`config.mk`:
```
export PLATFORM = sky130hd
export DESIGN_NAME = hamming_pair_encoder
export DESIGN_NICKNAME = d
export VERILOG_FILES = /design/src/rtl/hamming_pair_encoder.sv
export SDC_FILE = /design/constraint.sdc
export NUM_CORES = 1
export LEC_CHECK = 0
export CORE_MARGIN = 1.5
export CORE_UTILIZATION = 40
export DETAILED_ROUTE_END_ITERATION = 8
export GPL_TIMING_DRIVEN = 0
export PLACE_DENSITY = 0.76
export SLEW_MARGIN = 30
export SYNTH_ARGS = -nofsm -noshare
export SYNTH_HDL_FRONTEND = slang
export SYNTH_SLANG_ARGS = --single-unit
```
`constraint.sdc`:
```
create_clock -name clk -period 1.64 [get_ports clk]
set_input_delay 0.328 -clock clk [delete_from_list [all_inputs] [get_ports clk]]
set_output_delay 0.328 -clock clk [all_outputs]
set_load 0.02 [all_outputs]
```
`src/rtl/hamming_pair_encoder.sv`:
```
// hamming_pair_encoder
// Encodes each incoming nibble as a Hamming(7,4) codeword and pairs the
// low and high codewords of a byte into one result word. The result word
// is offered through a one-entry valid/ready output slot. Sticky flags
// report out-of-sequence nibbles and pairs dropped because the slot was full.
//
// Build option: define HAMMING_SECDED_EN to append an overall parity bit
// (cw[7]) to each codeword and pack the two 8-bit codewords into code_o.
// Without it, the two 7-bit codewords sit in code_o[13:0] and the top two
// bits of code_o are zero.
module hamming_pair_encoder (
  input  logic        clk,
  input  logic        rst,
  input  logic [3:0]  nib_i,
  input  logic        first_i,
  input  logic        nib_valid_i,
  input  logic        code_ready_i,
  input  logic        clr_i,
  output logic [15:0] code_o,
  output logic        code_valid_o,
  output logic        seq_err_o,
  output logic        overrun_o
);

`ifdef HAMMING_SECDED_EN
  localparam int CW = 8;
`else
  localparam int CW = 7;
`endif

  typedef enum logic {
    WAIT_LOW  = 1'b0,
    WAIT_HIGH = 1'b1
  } state_t;

  state_t          state_reg, state_next;
  logic [CW-1:0]   low_cw_reg, low_cw_next;
  logic [15:0]     code_reg, code_next;
  logic            valid_reg, valid_next;
  logic            seq_err_reg, seq_err_next;
  logic            overrun_reg, overrun_next;

  logic [CW-1:0]   cw_in;
  logic [15:0]     pair_word;
  logic            slot_free;
  logic            seq_set;
  logic            overrun_set;

  // Hamming(7,4) encoding of a single nibble, optionally extended with
  // an overall parity bit for single-error-correct / double-error-detect.
  function automatic logic [CW-1:0] encode(input logic [3:0] d);
    logic [6:0]    h;
    logic [CW-1:0] r;
    h[0] = d[0] ^ d[1] ^ d[3];
    h[1] = d[0] ^ d[2] ^ d[3];
    h[2] = d[0];
    h[3] = d[1] ^ d[2] ^ d[3];
    h[4] = d[1];
    h[5] = d[2];
    h[6] = d[3];
`ifdef HAMMING_SECDED_EN
    r = {^h, h};
`else
    r = h;
`endif
    return r;
  endfunction

  // Codeword of the nibble currently presented, and the word it would
  // complete together with the stored low codeword.
  always_comb begin
    cw_in = encode(nib_i);
`ifdef HAMMING_SECDED_EN
    pair_word = {cw_in, low_cw_reg};
`else
    pair_word = {2'b00, cw_in, low_cw_reg};
`endif
  end

  // The output slot can take a new pair if it is empty or being drained
  // on this same edge.
  assign slot_free = !valid_reg || code_ready_i;

  // Next-state logic: pairing FSM, output slot and sticky flags.
  always_comb begin
    state_next   = state_reg;
    low_cw_next  = low_cw_reg;
    code_next    = code_reg;
    valid_next   = valid_reg && !code_ready_i;
    seq_set      = 1'b0;
    overrun_set  = 1'b0;

    if (nib_valid_i) begin
      case (state_reg)
        WAIT_LOW: begin
          if (first_i) begin
            low_cw_next = cw_in;
            state_next  = WAIT_HIGH;
          end else begin
            // A high nibble with no low partner is thrown away.
            seq_set = 1'b1;
          end
        end
        WAIT_HIGH: begin
          if (!first_i) begin
            state_next = WAIT_LOW;
            if (slot_free) begin
              code_next  = pair_word;
              valid_next = 1'b1;
            end else begin
              // Slot still owned by the consumer: keep its word intact.
              overrun_set = 1'b1;
            end
          end else begin
            // A second low nibble restarts the pair with the newer data.
            seq_set     = 1'b1;
            low_cw_next = cw_in;
          end
        end
        default: state_next = WAIT_LOW;
      endcase
    end

    // Clear is overridden by a simultaneous set event.
    seq_err_next = seq_set     || (seq_err_reg && !clr_i);
    overrun_next = overrun_set || (overrun_reg && !clr_i);
  end

  // State and output registers, cleared asynchronously.
  always_ff @(posedge clk or posedge rst) begin
    if (rst) begin
      state_reg   <= WAIT_LOW;
      low_cw_reg  <= '0;
      code_reg    <= '0;
      valid_reg   <= 1'b0;
      seq_err_reg <= 1'b0;
      overrun_reg <= 1'b0;
    end else begin
      state_reg   <= state_next;
      low_cw_reg  <= low_cw_next;
      code_reg    <= code_next;
      valid_reg   <= valid_next;
      seq_err_reg <= seq_err_next;
      overrun_reg <= overrun_next;
    end
  end

  assign code_o       = code_reg;
  assign code_valid_o = valid_reg;
  assign seq_err_o    = seq_err_reg;
  assign overrun_o    = overrun_reg;

endmodule

```
==> qor.yml <==
setup_ws_ps: 131
ys_ff_latch: 25
io_pins: 29
ys_warn_count: 0
pre_cts_ws_ps: -214
first_global_vias: 689
cts_htree_levels: 1
slew_viol_final: 0
stdcell_area_mm2: 0.00144
dieArea_mm2: 0.00302
hold_class: "in2async"
cts-root-buf: "clkbuf_4"
synth-seq-area-share_pct: 57.9
grt_pass1_wl_mm: 3.04
vdd.ir_drop.worst_v: 0.000859
path_max_fanout: 10
cts_tree: "yes"
grt.overflow.total: 0
p_leak_uw: 0.000791
diodes: 0
dpl_cell_area_mm2: 0.00138
p_clk_share_pct: 14.8
skew_ps: 4.26
drv_cap: 0
status: "finished clean"
start_util_pct: 42.8
cp-end-kind: "register"
routed_wl_mm: 1.77
fill_cells: 219
grt_max_degree: 26
p_sw_uw: 553
synth_cells: 70
detail-route-antenna-nets: 0
finalCritPeriodShare_pct: 92.0
gp_congestion: 0.632
cp.arrival_ps: 1720
fin_crit_ps: 1510
largest_reg_flops: 14
drtPass1Iterations: 2
viasPerCell: 4.78
power_uw: 1800
drtIter0Drc: 1
hold_viol_final: 0
drive_gt1_share_pct: 30.7
path_class: "in2reg"
routedWlPerCell_um: 13.5
dpl.cell_count: 127
antenna_found_initial: 0
fin_cells: 131
max_freq_mhz: 663
rsz0062_at_grt: "false"
clock-sinks: 25
clk_latency_ps: 310
syn_area_per_cell_um2: 15.4
worstPathRequired_ps: 1850
core_mm2: 0.00252
synth_area_mm2: 0.00108
cts_made_buffers: 3
swShare_pct: 30.8
die_w_um: 55.0
synth.distinct_cells: 15
drc: 0
final_net_count: 112
die_y_um: 55.0
setup_viol: 0
dp_hpwl_mm: 1.26
combPwrFrac_pct: 37.6
crit_path_start_kind: "input pin"
track_usage_pct: 14.8
p_int_uw: 1250
fp-row-count: 18
io_buffers: 26
synthToLayoutAreaGrowth_pct: 33.3
power_density_mw_per_mm2: 1250
clk_transition_reported_paths_ps: 130
seqPwrFrac_pct: 47.6
vias: 626
clockBufferDepth: 2
## per-stage QoR
stage | setup TNS [ps] | util (%) | hold WS [ps]
floorplan | 0 | - | 355
global placement | -2270 | 54.8 | 486
detailed placement | -2480 | 54.8 | 492
CTS | 0 | 55.7 | 523
global route | 0 | 57.0 | 397
finish | 0 | 57.0 | 344
## area by class of cell
class	count	area [um2]	share of cell area [%]
Timing Repair Buffer	26	292	20.3
Inverter	4	15.0	1.04
Multi-Input combinational cell	38	402	27.9
Sequential cell	25	626	43.5
Clock buffer	4	26.3	1.83
Tap cell	30	37.5	2.61
Buffer	4	41.3	2.87
## cell usage after synthesis
master    number  area (um2)
dfrtp_1       25         626
o22ai_1        1        6.26
conb_1         1        3.75
nor2b_4        1        13.8
xnor2_1        6        52.6
nand3b_4       1        20.0
mux2_2        11         124
buf_4          2        15.0
nand2b_1       1        6.26
inv_1          4        15.0
nand2_1        3        11.3
buf_8          1        15.0
mux2_4        10         150
buf_6          1        11.3
o21ai_0        2        10.0
## timing repair
action,4_1_cts,5_1_grt
gates resized for setup,3,14
setup buffers,0,0
endpoints found under the setup margin,3,14
hold buffers,0,0
## placed cells by master (no fill, tap or decap), types with 2 or more instances in the layout
cell type         n
dfrtp_1          25
dlymetal6s2s_1   14
mux2_2           11
mux2_4           10
clkdlybuf4s50_1   9
xnor2_1           6
nand2_1           3
inv_1             3
clkbuf_4          3
dlygate4sd2_1     3
o21ai_0           2
buf_4             2
conb_1            2
## metal layers
| metal | share of wire (%) | GRT usage (%) |
|---|---|---|
| met1 | 41 | 17.3 |
| met2 | 50 | 24.6 |
| met3 | 6.6 | 1.88 |
| met4 | 2.8 | 11.0 |
| met5 | 0 | 0 |
## power by group through the flow
stage / clock network, uW / logic [uW] / registers (uW)
6_report: 266 / 676 / 857
5_1_grt: 310 / 722 / 882
2_1_floorplan: 0 / 248 / 1020
4_1_cts: 282 / 706 / 863
3_3_place_gp: 0 / 712 / 869
3_5_place_dp: 0 / 720 / 874
## kinds of logic (layout without fill, tap and decap cells)
family                 count (synthesis)  count (layout)  synth area share [%]
XOR/XNOR                               6               6                  4.87
flip-flops                            25              25                  57.9
other                                  1               2                 0.347
multiplexers                          21              21                  25.4
AND/OR/NAND/NOR                        6               6                  4.75
AO/OA/AOI/OAI                          3               3                  1.51
buffers and inverters                  8              38                  5.21
## worst max-delay path, stage by stage
cell             delay, ps
clkdlybuf4s50_1        560
nand3b_4               120
nor2b_4                120
buf_6                  120
buf_8                  160
mux2_4                 310
## final timing paths
path | start | end | slack (ps) | depth (start not counted)
setup / recovery | nib_valid_i | code_o[7] | 130 | 6
hold / removal | rst | code_o[3] | 340 | 2
setup reg to reg | state_reg | code_o[7] | 260 | 5
hold reg to reg | code_o[1] | code_o[1] | 520 | 1
max in group asynchronous | rst | code_o[2] | 960 | 2
min in group clk | code_o[1] | code_o[1] | 520 | 1
(Power assumes the default switching activity.)
